--- src/rtl/cpu_ctrl_pkg.sv ---
// cpu_ctrl_pkg: shared encodings, FSM states and instruction classifier for the control unit
package cpu_ctrl_pkg;
   localparam logic [6:0] OPC_RTYPE  = 7'b0110011;
   localparam logic [6:0] OPC_ITYPE  = 7'b0010011;
   localparam logic [6:0] OPC_LOAD   = 7'b0000011;
   localparam logic [6:0] OPC_STORE  = 7'b0100011;
   localparam logic [6:0] OPC_BRANCH = 7'b1100011;
   localparam logic [2:0] F3_ADD_SUB = 3'b000;
   localparam logic [2:0] F3_AND     = 3'b111;
   localparam logic [2:0] F3_OR      = 3'b110;
   localparam logic [2:0] F3_DWORD   = 3'b011;
   localparam logic [2:0] F3_BEQ     = 3'b000;
   localparam logic [6:0] F7_BASE    = 7'b0000000;
   localparam logic [6:0] F7_SUB     = 7'b0100000;
   localparam logic [31:0] ECALL_WORD = 32'h0000_0073;
   localparam logic [2:0] ALU_ADD = 3'b000;
   localparam logic [2:0] ALU_SUB = 3'b001;
   localparam logic [2:0] ALU_AND = 3'b010;
   localparam logic [2:0] ALU_OR  = 3'b011;

   typedef enum logic [2:0] {FETCH, DECODE, EXECUTE, MEM, WB, HALT} state_t;

   typedef enum logic [3:0] {
      I_ADD, I_SUB, I_AND, I_OR, I_ADDI, I_LD, I_SD, I_BEQ, I_ECALL, I_ILLEGAL
   } instr_t;

   function automatic instr_t classify(input logic [31:0] ir);
      logic [6:0] opc;
      logic [2:0] f3;
      logic [6:0] f7;
      logic       r_base;
      opc    = ir[6:0];
      f3     = ir[14:12];
      f7     = ir[31:25];
      r_base = opc == OPC_RTYPE && f7 == F7_BASE;
      return ir == ECALL_WORD                                   ? I_ECALL :
             r_base && f3 == F3_ADD_SUB                         ? I_ADD   :
             opc == OPC_RTYPE && f7 == F7_SUB && f3 == F3_ADD_SUB ? I_SUB :
             r_base && f3 == F3_AND                             ? I_AND   :
             r_base && f3 == F3_OR                              ? I_OR    :
             opc == OPC_ITYPE && f3 == F3_ADD_SUB               ? I_ADDI  :
             opc == OPC_LOAD && f3 == F3_DWORD                  ? I_LD    :
             opc == OPC_STORE && f3 == F3_DWORD                 ? I_SD    :
             opc == OPC_BRANCH && f3 == F3_BEQ                  ? I_BEQ   :
                                                                  I_ILLEGAL;
   endfunction
endpackage

--- src/rtl/imm_gen.sv ---
// imm_gen: sign-extended I/S/B immediate extraction from a raw instruction word
module imm_gen
   import cpu_ctrl_pkg::*;
#(
   parameter int WORDSIZE = 64
) (
   input  logic [31:0]         instr,
   output logic [WORDSIZE-1:0] imm
);
   logic [11:0] imm_i;
   logic [11:0] imm_s;
   logic [12:0] imm_b;
   logic        unused_fields;

   assign imm_i         = instr[31:20];
   assign imm_s         = {instr[31:25], instr[11:7]};
   assign imm_b         = {instr[31], instr[7], instr[30:25], instr[11:8], 1'b0};
   assign unused_fields = ^instr[19:12];

   // Stores and branches use their split fields; every other encoding takes the I-type field
   always_comb
      imm = instr[6:0] == OPC_STORE  ? {{(WORDSIZE-12){imm_s[11]}}, imm_s} :
            instr[6:0] == OPC_BRANCH ? {{(WORDSIZE-13){imm_b[12]}}, imm_b} :
                                       {{(WORDSIZE-12){imm_i[11]}}, imm_i};
endmodule

--- src/rtl/control_unit.sv ---
// control_unit: multi-cycle fetch/decode/execute sequencer for a small RV64 subset
module control_unit
   import cpu_ctrl_pkg::*;
#(
   parameter int                  WORDSIZE = 64,
   parameter logic [WORDSIZE-1:0] RESET_PC = '0
) (
   input  logic                clk,
   input  logic                rst,
   output logic                imem_req,
   output logic [WORDSIZE-1:0] imem_addr,
   input  logic [31:0]         imem_data,
   input  logic                imem_valid,
   input  logic [WORDSIZE-1:0] alu_result,
   output logic [4:0]          rf_addr_a,
   output logic [4:0]          rf_addr_b,
   output logic [4:0]          rf_write_addr,
   output logic                rf_write_en,
   output logic [WORDSIZE-1:0] immediate,
   output logic                mux_0_sel,
   output logic                mux_1_sel,
   output logic                mux_2_sel,
   output logic [2:0]          alu_operation,
   output logic                dm_write_en,
   output logic                halted,
   output logic                illegal_instr
);
   state_t              state;
   state_t              next_state;
   instr_t              cls;
   logic [31:0]         ir;
   logic [WORDSIZE-1:0] pc;
   logic [WORDSIZE-1:0] imm_next;
   logic                accept;
   logic                retire;
   logic                taken;

   assign cls       = classify(ir);
   assign accept    = state == FETCH && imem_valid;
   assign retire    = state == WB || (state == EXECUTE && cls == I_BEQ) || (state == MEM && cls == I_SD);
   assign taken     = cls == I_BEQ && alu_result == '0;
   assign imem_addr = pc;
   assign mux_0_sel = 1'b0;

   imm_gen #(.WORDSIZE(WORDSIZE)) u_imm_gen (
      .instr(imem_data),
      .imm  (imm_next)
   );

   // Next state and per-state strobes; strobes are suppressed while reset is applied
   always_comb begin
      next_state  = state;
      imem_req    = state == FETCH;
      halted      = state == HALT;
      rf_write_en = state == WB && !rst;
      dm_write_en = state == MEM && cls == I_SD && !rst;
      case (state)
         FETCH:   next_state = imem_valid ? DECODE : FETCH;
         DECODE:  next_state = cls inside {I_ECALL, I_ILLEGAL} ? HALT : EXECUTE;
         EXECUTE: next_state = cls inside {I_LD, I_SD} ? MEM : cls == I_BEQ ? FETCH : WB;
         MEM:     next_state = cls == I_LD ? WB : FETCH;
         WB:      next_state = FETCH;
         HALT:    next_state = HALT;
         default: next_state = FETCH;
      endcase
   end

   // State, instruction register, decoded fields and PC; fields appear at the start of DECODE
   always_ff @(posedge clk) begin
      if (rst) begin
         state         <= FETCH;
         pc            <= RESET_PC;
         ir            <= '0;
         rf_addr_a     <= '0;
         rf_addr_b     <= '0;
         rf_write_addr <= '0;
         immediate     <= '0;
         mux_1_sel     <= 1'b0;
         mux_2_sel     <= 1'b0;
         alu_operation <= ALU_ADD;
         illegal_instr <= 1'b0;
      end else begin
         state <= next_state;
         if (accept) begin
            ir            <= imem_data;
            rf_addr_a     <= imem_data[19:15];
            rf_addr_b     <= imem_data[24:20];
            rf_write_addr <= imem_data[11:7];
            immediate     <= imm_next;
         end
         if (state == DECODE && next_state == EXECUTE) begin
            mux_1_sel     <= cls inside {I_ADD, I_SUB, I_AND, I_OR, I_BEQ};
            mux_2_sel     <= cls == I_LD;
            alu_operation <= cls inside {I_SUB, I_BEQ} ? ALU_SUB :
                             cls == I_AND ? ALU_AND : cls == I_OR ? ALU_OR : ALU_ADD;
         end
         if (state == DECODE && cls == I_ILLEGAL)
            illegal_instr <= 1'b1;
         if (retire)
            pc <= pc + (taken ? immediate : WORDSIZE'(4));
      end
   end
endmodule

--- config.mk ---
export PLATFORM = sky130hd
export DESIGN_NAME = control_unit
export DESIGN_NICKNAME = d
export VERILOG_FILES = /design/src/rtl/cpu_ctrl_pkg.sv /design/src/rtl/imm_gen.sv /design/src/rtl/control_unit.sv
export SDC_FILE = /design/constraint.sdc
export NUM_CORES = 1
export LEC_CHECK = 0
export CAP_MARGIN = 10
export CORE_MARGIN = 5
export CORE_UTILIZATION = 27
export CTS_CLUSTER_SIZE = 40
export DETAILED_ROUTE_END_ITERATION = 7
export DONT_BUFFER_PORTS = 1
export GPL_ROUTABILITY_DRIVEN = 0
export HOLD_SLACK_MARGIN = 0.08
export PLACE_DENSITY = 0.39
export SLEW_MARGIN = 20
export SYNTH_ARGS = -nofsm -noshare
export SYNTH_HDL_FRONTEND = slang
export SYNTH_SLANG_ARGS = --single-unit
--- constraint.sdc ---
create_clock -name clk -period 6.05 [get_ports clk]
set_input_delay 0.605 -clock clk [delete_from_list [all_inputs] [get_ports clk]]
set_output_delay 0.605 -clock clk [all_outputs]
set_load 0.01 [all_outputs]
Word level (Yosys, flattened, before mapping)
Cells that the tools add are included.
{"block": "totals", "register_bits": 133, "input_bits": 99, "elab_cells": 89}
{"block": "op_classes", "addsub": 1, "n_eq_ne": 26, "muxes": 21, "n_reduce_logical": 30}
{"op": "64-bit adder", "n": 1}
{"op": "64-bit logical NOT", "n": 1}
{"op": "64-bit two-way mux", "n": 1}
{"op": "4-bit two-way mux", "n": 9}
{"op": "32-bit by 7-bit equality test with 1-bit output, second input constant", "n": 1}
{"op": "7-bit by 6-bit equality test with 1-bit output, second input constant", "n": 4}
{"op": "12-bit two-way mux", "n": 2}
{"op": "1-bit logical AND", "n": 18}
{"op": "3-bit one-hot mux with 5 select lines", "n": 1}
{"op": "7-bit equality test, second input constant", "n": 2}
{"op": "3-bit by 2-bit equality test with 1-bit output, second input constant", "n": 4}
{"op": "3-bit equality test, second input constant", "n": 4}
{"op": "4-bit by 3-bit equality test with 1-bit output, second input constant", "n": 3}
{"op": "3-bit two-way mux", "n": 4}
{"op": "4-bit by 2-bit equality test with 1-bit output, second input constant", "n": 2}
{"op": "4-bit equality test, second input constant", "n": 2}
{"op": "7-bit by 2-bit equality test with 1-bit output, second input constant", "n": 1}
{"op": "7-bit by 5-bit equality test with 1-bit output, second input constant", "n": 1}
{"op": "7-bit logical NOT", "n": 1}
{"op": "3-bit logical NOT", "n": 2}
{"op": "2-bit two-way mux", "n": 3}
{"op": "2-bit nonzero test", "n": 3}
{"op": "5-bit nonzero test", "n": 1}
{"op": "4-bit by 1-bit equality test with 1-bit output, second input constant", "n": 1}
{"op": "other kinds (5)", "n": 6}

Longest topological paths before layout
Gate-level depths: netlist of the first run.
{"block": "depth", "depth_word": 17, "depth_mapped": 17, "ltp_nobuf": 16}

By module
Synthesis of the first run repeated with hierarchy kept, for this count alone.
{"block": "hier_totals", "hier_cells": 1504, "hier_area_um2": 11205.7}
{"module": "control_unit", "instances": 1, "cells_each": 1435, "area_per_inst_um2": 10652.7, "seq_area_each_um2": 3363.2}
{"module": "imm_gen", "instances": 1, "cells_each": 69, "area_per_inst_um2": 553.0, "seq_area_each_um2": 0.0}

Worst setup path before layout of the first run
No wires, ideal clock.
{"block": "synth_timing", "path_kind": "input port to flip-flop", "from": "input port alu_result[39]", "to": "register pc[63] (netlist: imem_addr[63])", "arrival_ns": 4.946, "path_slack_ns": 0.981, "cell_stages": 17, "path_buffers": 1, "cell_sequence": "nor4_1 -> nand4_1 -> nor4_1 -> nand3_1 -> inv_1 -> ha_1 -> buf_6 -> a21oi_4 -> o211ai_1 -> a221o_1 -> a41o_1 -> a31oi_4 -> a211oi_1 -> a311oi_2 -> mux2i_1 -> nand2_1 -> mux2_1"}
{"block": "synth_between", "elab_chain_len": 4}
{"item": "start: declaration", "line_no": "control_unit.sv:14", "text": "input logic [WORDSIZE-1:0] alu_result,"}
{"item": "64-bit logical NOT", "line_no": "control_unit.sv:41", "text": "assign taken = cls == I_BEQ && alu_result == '0;"}
{"item": "1-bit logical AND", "line_no": "control_unit.sv:41"}
{"item": "64-bit two-way mux", "line_no": "control_unit.sv:100", "text": "pc <= pc + (taken ? immediate : WORDSIZE'(4));"}
{"item": "64-bit adder", "line_no": "control_unit.sv:100"}
{"item": "end signal: assignment", "line_no": "control_unit.sv:100"}
{"item": "end: declaration", "line_no": "control_unit.sv:32", "text": "logic [WORDSIZE-1:0] pc;"}
No other way between the ends.
A chain may end at the register's enable or synchronous reset.

Worst setup path in the final report of the first run
{"block": "layout_timing", "from": "register ir[12]", "to": "register pc[48] (netlist: imem_addr[48])"}
{"block": "layout_between", "elab_chain_len": 15}
{"item": "start: declaration", "line_no": "control_unit.sv:31", "text": "logic [31:0] ir;"}
{"item": "start signal: assignment", "line_no": "control_unit.sv:85", "text": "ir <= imem_data;"}
{"item": "3-bit logical NOT"}
{"item": "1-bit logical AND", "line_no": "cpu_ctrl_pkg.sv:44", "text": "opc == OPC_BRANCH && f3 == F3_BEQ ? I_BEQ :"}
{"item": "4-bit two-way mux", "line_no": "cpu_ctrl_pkg.sv:44"}
{"item": "4-bit two-way mux", "line_no": "cpu_ctrl_pkg.sv:43", "text": "opc == OPC_STORE && f3 == F3_DWORD ? I_SD :"}
{"item": "4-bit two-way mux", "line_no": "cpu_ctrl_pkg.sv:42", "text": "opc == OPC_LOAD && f3 == F3_DWORD ? I_LD :"}
{"item": "4-bit two-way mux", "line_no": "cpu_ctrl_pkg.sv:41", "text": "opc == OPC_ITYPE && f3 == F3_ADD_SUB ? I_ADDI :"}
{"item": "4-bit two-way mux", "line_no": "cpu_ctrl_pkg.sv:40", "text": "r_base && f3 == F3_OR ? I_OR :"}
{"item": "4-bit two-way mux", "line_no": "cpu_ctrl_pkg.sv:39", "text": "r_base && f3 == F3_AND ? I_AND :"}
{"item": "4-bit two-way mux", "line_no": "cpu_ctrl_pkg.sv:38", "text": "opc == OPC_RTYPE && f7 == F7_SUB && f3 == F3_ADD_SUB ? I_SUB :"}
{"item": "4-bit two-way mux", "line_no": "cpu_ctrl_pkg.sv:37", "text": "r_base && f3 == F3_ADD_SUB ? I_ADD :"}
{"item": "4-bit two-way mux (*)", "line_no": "cpu_ctrl_pkg.sv:36", "text": "return ir == ECALL_WORD ? I_ECALL :"}
{"item": "4-bit by 3-bit equality test with 1-bit output", "line_no": "control_unit.sv:40, control_unit.sv:41"}
{"item": "1-bit logical AND (on tied branches)", "line_no": "control_unit.sv:41, control_unit.sv:40"}
{"item": "64-bit two-way mux or 1-bit logical OR (tied branches)", "line_no": "control_unit.sv:100, control_unit.sv:40"}
{"item": "64-bit adder or 1-bit logical OR (tied branches)", "line_no": "control_unit.sv:100, control_unit.sv:40"}
Mark *: on every way between the ends. The rest lies on a longest branch, timed or not.

==> results.tsv, run 1 <==
stage	metric	value	unit
place	place_area	8530	um^2
timing	rsz0062_at_grt	false	
pwr	power	0.00230	W
worst_setup_path	cp-end-kind	flip-flop	
global_routing	track_usage	15.5	%
yosys	async_flop_share	0	%
worst_setup_path	path_max_fanout	28	
worst_setup_path	arrival	5.34	ns
clock_tree	cts_resized	0	
yosys	synthFlopType	dfxtp_1	
timing	hold_ws	0.306	ns
timing	timing.final.crit_share	83.2	%
die	initial_utilization	27.5	%
worst_setup_path	cp-start-kind	flip-flop	
min_path	hold_class	in -> reg	
finish	synthToLayoutAreaGrowth	1.00	%
outcome	outcome	finished, final reports clean	
timing	fin_tns_setup	0	ns
route	postRouteAntennaNets	0	
finish	postLayoutCellArea	8820	um^2
global_routing	grt_start_max_net_pins	115	
timing	period_needed	5.03	ns
clock_tree	cts_buffers	9	
clock_tree	cts.path.max_buffers	2	
yosys	synth_edf_count	0	
timing	final-setup-viol-count	0	
place	hpwl	21800	um
clock_tree	ctsHoldBuffers	0	
route	wl_per_cell	19.7	um
yosys	synth_area_leaders	dfxtp_1 (25%), ha_1 (9.0%), nand2_1 (8.7%)	
clock_tree	cts-root-buf	clkbuf_16	
route	drt_wl_total	28600	um
yosys	synth_cell_types	85	
route	avgViaCountPerCell	5.28	
die	die_w	190	um
yosys	synth.yosys.seq_area_share	25.2	%
die	row_count	65	
yosys	synth_top_area_share	25.2	%
worst_setup_path	r2r_setup_slack	1.02	ns
timing	relSlewSlack	42.2	%
die	ioPinCount	253	
clock_tree	insertion_delay	0.38	ns
clock_tree	htreeDepth	3	
die	core_area	31700	um^2
yosys	synth_seq_cells	110	
yosys	avgSynthCellArea	7.54	um^2
timing	final_hold_viol_count	0	
timing	max_freq	199	MHz
timing	tightest_slew	0.855	ns
global_routing	grt_pass1_vias	7565	
global_routing	antenna_found_initial	0	
worst_setup_path	cp.required	6.36	ns
clock_tree	path_clk_slew	0.09	ns
worst_setup_path	crit_type	reg -> reg	
finish	drive_gt1_share	5.14	%
route	drc_errors	0	
yosys	synth.cell_area	8740	um^2
route	vias	7669	
pwr	pwr_density_cell	261	nW/um^2
finish	layout.nets	1208	
pwr	peakVddDrop	0.000183	V
place	port-buffer-count	0	
clock_tree	cts.sinks	110	
yosys	synth_warnings	0	
yosys	synth_commonest_cells	nand2_1 (203), a21oi_1 (137), dfxtp_1 (110)	
yosys	synthMostInstantiatedCell	nand2_1	
global_routing	grt_pass1_wl	45000	um
timing	clock-skew-final	0.0200	ns
clock_tree	postCtsSetupBuffers	0	
global_routing	overflow	0	
route	drt-initial-drc-count	343	
finish	diodes	0	
pwr	leakage	3.49	nW
run	timing.max_cap.violations	0	
clock_tree	cts_tree	yes	
yosys	synth_cells	1159	
die	die_h	190	um
route	firstDrtPassIters	4	
yosys	yosys.area.top_type	dfxtp_1	
die	die_area	36100	um^2
timing	slew_viol_final	0	
cell usage in the layout, fill, tap and decap left out, types with 4 or more instances in the layout:
master,Yosys,final
o21ai_0,31,31
and4_1,4,4
o21ai_1,4,4
nor3_1,23,23
clkbuf_16,0,9
nor4b_1,6,6
dfxtp_1,110,109
xnor2_1,30,30
xor2_1,16,16
a21oi_1,137,137
nand4_1,20,20
a211oi_1,27,27
a211o_1,7,7
buf_4,76,9
o211ai_1,12,12
nand2_1,203,203
and3_1,17,17
inv_1,19,18
ha_1,63,63
o21a_1,5,5
nor2_1,66,66
a21o_1,34,34
nor2b_1,5,5
a31oi_1,9,9
o21bai_1,13,13
nand2b_1,5,5
mux2i_1,12,12
and2_1,8,8
nand3_1,24,24
or3_1,5,5
nor4_1,29,28
power breakdown:
| part | internal, W | switching (W) |
|---|---|---|
| combinational | 0.000201 | 0.000483 |
| clock | 0.000292 | 0.000323 |
| sequential | 0.000832 | 0.000172 |
| total | 0.00132 | 0.000978 |
area by class of cell:
type                            count  area, um^2
Multi-Input combinational cell    894        5650
Timing Repair Buffer               10        95.1
Tap cell                          402         503
Clock buffer                       10         229
Sequential cell                   110        2210
Inverter                           20        75.1
Clock inverter                      6        61.3
Fill cell                        3503       22900
worst max-delay path, stage by stage (launching register included):
cell      delay, ns
dfxtp_1        0.34
or3_1          0.47
nor3_1         0.52
buf_4          0.28
nand3_1        0.22
clkinv_1       0.12
buf_4          0.32
ha_1           0.39
and2_1         0.24
a41oi_1        0.26
o21ai_0        0.11
or3b_2         0.50
o211ai_1       0.32
a31oi_1        0.22
a21boi_0       0.27
xnor2_1        0.15
nand2_1        0.07
a21oi_1        0.15
cells by family after synthesis:
logic type / count (synthesis) / share of synthesized area [%]
compound gates: 338 / 26.0
xor+xnor: 46 / 4.61
fa+ha+maj: 64 / 9.25
buf+inv: 156 / 10.3
flops: 110 / 25.2
mux: 13 / 1.50
other cells: 1 / 0.0429
simple gates: 431 / 23.1
routing by layer:
metal / global-route usage, % / vias up / part of all wire [%] / wire [um]
met3: 4.42 / 18 / 5.4 / 1560
li1: - / 3909 / - / -
met4: 3.51 / 0 / 1.4 / 398
met2: 24.5 / 128 / 46 / 13000
met5: 0 / - / 0 / 0
met1: 21.2 / 3614 / 48 / 13600
through the flow:
stage	setup WS (ns)	util (%)	cells
after detailed placement	0.934	26.9	1436
after CTS	0.995	27.8	1452
after floorplan	0.981	-	1160
after global routing	0.590	27.8	1452
final	1.02	27.8	1452
after global placement	0.921	26.9	1436
registers in the layout, summed over array words and instances (netlist names):
name / count
imem_addr: 64
immediate: 13
ir: 13
rf_addr_a: 4
rf_addr_b: 4
rf_write_addr: 4
state: 3
alu_operation: 2
illegal_instr: 1
mux_1_sel: 1
mux_2_sel: 1
final timing paths:
check,start,to,depth (start not counted)
max,ir[12],imem_addr[48],17
min,rst,imem_addr[30],1
max reg2reg,ir[12],imem_addr[48],17
min reg2reg,ir[0],ir[0],2
Power figures use the tool's default switching activity.
==> inputs of run 2 (changes only) <==
Clock period 6.05 ns to 5.3 ns, I/O delays scaled along.
==> run 2 against run 1 <==
Compared with the run above:
- critical path depth up 1
- register-to-register slack worse by 0.33 ns
- first-iteration DRC count up 13%
- routed wire length up 1.3%
- design area up 1.4%
- global-route usage up 0.23 points
- critical path type is now in -> reg
==> results.tsv, run 2 (synthesized netlist as in run 1, its figures left out) <==
stage	metric	value	unit	change
finish	fill_cells	3488		-0.43%
clock_tree	postCtsSetupBuffers	0		unchanged
place	placed_cells_incl_taps	1446		+0.70%
finish	layout_commonest_cell	nand2_1		
finish	largest_reg_flops	64		unchanged
route	firstDrtPassIters	5		+1
route	postRouteAntennaNets	0		unchanged
worst_setup_path	crit_cells	18		+1
place	port-buffer-count	0		unchanged
finish	postLayoutCellArea	8940	um^2	+1.4%
route	drt-initial-drc-count	389		+13%
worst_setup_path	slowest_delay	0.49	ns	-0.03 ns
min_path	hold_class	in -> reg		
global_routing	grt_pass1_vias	7708		+1.9%
timing	clock-skew-final	0.0184	ns	-0.00160 ns
place	pre_cts_ws	0.267	ns	-0.667 ns
place	hpwl	22300	um	+2.1%
global_routing	grt.busiest_layer	met2		
outcome	outcome	finished, final reports clean		
worst_setup_path	cp-end-kind	flip-flop		
worst_setup_path	path_max_fanout	20		-29%
clock_tree	ctsHoldBuffers	0		unchanged
pwr	peakVddDrop	0.000286	V	+56%
global_routing	grt_pass1_wl	45500	um	+0.92%
worst_setup_path	rr_endpoint	imem_addr[51]		
die	die_w	190	um	unchanged
route	wl_per_cell	19.8	um	+0.59%
worst_setup_path	crit_type	in -> reg		
place	place_area	8620	um^2	+1.0%
clock_tree	cts_resized	0		unchanged
worst_setup_path	reg2reg_from	ir[12]		
clock_tree	cts_buffers	9		unchanged
min_path	whs_path_depth	1		unchanged
clock_tree	insertion_delay	0.39	ns	about the same
timing	max_freq	216	MHz	
clock_tree	path_clk_slew	0.08	ns	about the same
worst_setup_path	crit_path_cell_trace	nor4_1 > nand4_1 > nor4_2 > buf_12 > nand3_1 > clkinv_1 > buf_4 > ha_1 > a21o_1 > a21o_1 > a21o_1 > a2111oi_2 > o31ai_1 > a221o_1 > a31oi_4 > o21ai_0 > nand2_1 > o221ai_1		
worst_setup_path	slowest_stage	a2111oi_2		
die	die_area	36100	um^2	unchanged
finish	drive_gt1_share	6.13	%	+0.99 points
timing	setup_ws	0.667	ns	-0.352 ns
worst_setup_path	path_buf_inv	3		unchanged
route	drc_errors	0		unchanged
clock_tree	cts.path.max_buffers	2		unchanged
route	vias	7748		+1.0%
pwr	leakage	3.57	nW	+2.0%
worst_setup_path	cp_top_family	compound AO/OA/AOI/OAI gates		
route	drt_wl_total	29000	um	+1.3%
route	avgViaCountPerCell	5.30		+0.34%
timing	relSlewSlack	43.1	%	+0.89 points
pwr	power	0.00271	W	+18%
worst_setup_path	ff2ff_path_depth	16		-1
finish	diodes	0		unchanged
timing	period_needed	4.63	ns	
finish	layout_common_cells	nand2_1 (203), a21oi_1 (137), dfxtp_1 (109)		
global_routing	grt_util_met3	4.29	%	-0.13 points
clock_tree	htreeDepth	3		unchanged
finish	synthToLayoutAreaGrowth	2.39	%	
die	initial_utilization	27.5	%	unchanged
die	die_h	190	um	unchanged
timing	slew_viol_final	0		unchanged
worst_setup_path	cp.required	5.54	ns	-0.82 ns
clock_tree	cts-root-buf	clkbuf_16		
pwr	pwr_density_cell	303	nW/um^2	+16%
run	timing.max_cap.violations	0		unchanged
timing	tightest_slew	0.848	ns	-0.00652 ns
timing	final_hold_viol_count	0		unchanged
timing	rsz0062_at_grt	false		
global_routing	track_usage	15.8	%	+0.23 points
finish	layout.nets	1218		+0.83%
clock_tree	cts.sinks	110		unchanged
die	ioPinCount	253		unchanged
global_routing	use_met2	25.1	%	+0.59 points
min_path	min_from	rst		
finish	finalNonFillerCells	1462		+0.69%
worst_setup_path	arrival	4.88	ns	-0.46 ns
timing	timing.final.crit_share	87.4	%	
global_routing	grt_start_max_net_pins	115		unchanged
global_routing	overflow	0		unchanged
worst_setup_path	r2r_setup_slack	0.69	ns	-0.33 ns
worst_setup_path	cp_common_cell	a21o_1		
global_routing	grtUsageMet1	21.1	%	-0.031 points
timing	fin_tns_setup	0	ns	unchanged
clock_tree	cts_tree	yes		
worst_setup_path	cp-start-kind	input pin		
global_routing	antenna_found_initial	0		unchanged
die	core_area	31700	um^2	unchanged
die	row_count	65		unchanged
timing	final-setup-viol-count	0		unchanged
min_path	min_to	imem_addr[27]		
run 2: cell types whose count changed in the layout (fill, tap and decap cells not counted), sizes merged:
cell and delta:
bufinv +1, clkbuf -1, buf +10
run 2: worst max-delay path by stage:
stage	startpoint	to	slack [ns]
after global placement	alu_result[25]	imem_addr[51]	0.33
after detailed placement	alu_result[25]	imem_addr[54]	0.27
after floorplan	immediate[12]	imem_addr[63]	0.23
final	alu_result[8]	imem_addr[51]	0.67
after CTS	ir[12]	imem_addr[54]	0.63
after global routing	alu_result[25]	imem_addr[38]	0.28
run 2: area by class of cell:
type,instances,area [um^2],share of cell area (%)
clock inverter,7,98.8,1.11
clock buffer,9,225,2.52
multi-input combinational,894,5650,63.2
tap,402,503,5.62
inverter,20,75.1,0.839
sequential,110,2210,24.7
timing repair buffer,20,183,2.04
run 2: routing by layer:
metal | routed length [um] | share of wire [%] | vias to the layer above
met1 | 13800 | 48 | 3649
met2 | 13200 | 45 | 151
met3 | 1600 | 5.5 | 20
li1 | - | - | 3928
met4 | 466 | 1.6 | 0
met5 | 0 | 0 | -
run 2: per-stage QoR:
step,hold slack (ns),utilization (%)
after floorplan,0.436,-
after global placement,0.444,27.2
after detailed placement,0.445,27.2
after CTS,0.198,28.2
after global routing,0.199,28.2
final,0.226,28.2
run 2: power breakdown:
part           switching (W)  internal, W
registers           0.000192     0.000950
logic               0.000560     0.000232
clock network       0.000389     0.000384
total                0.00114      0.00157
==> inputs of run 3 (changes only) <==
Settings changed: TNS_END_PERCENT from default to 1.
==> results of run 3 <==
No change in the layout: final DEF, timing and power equal those of run 2.
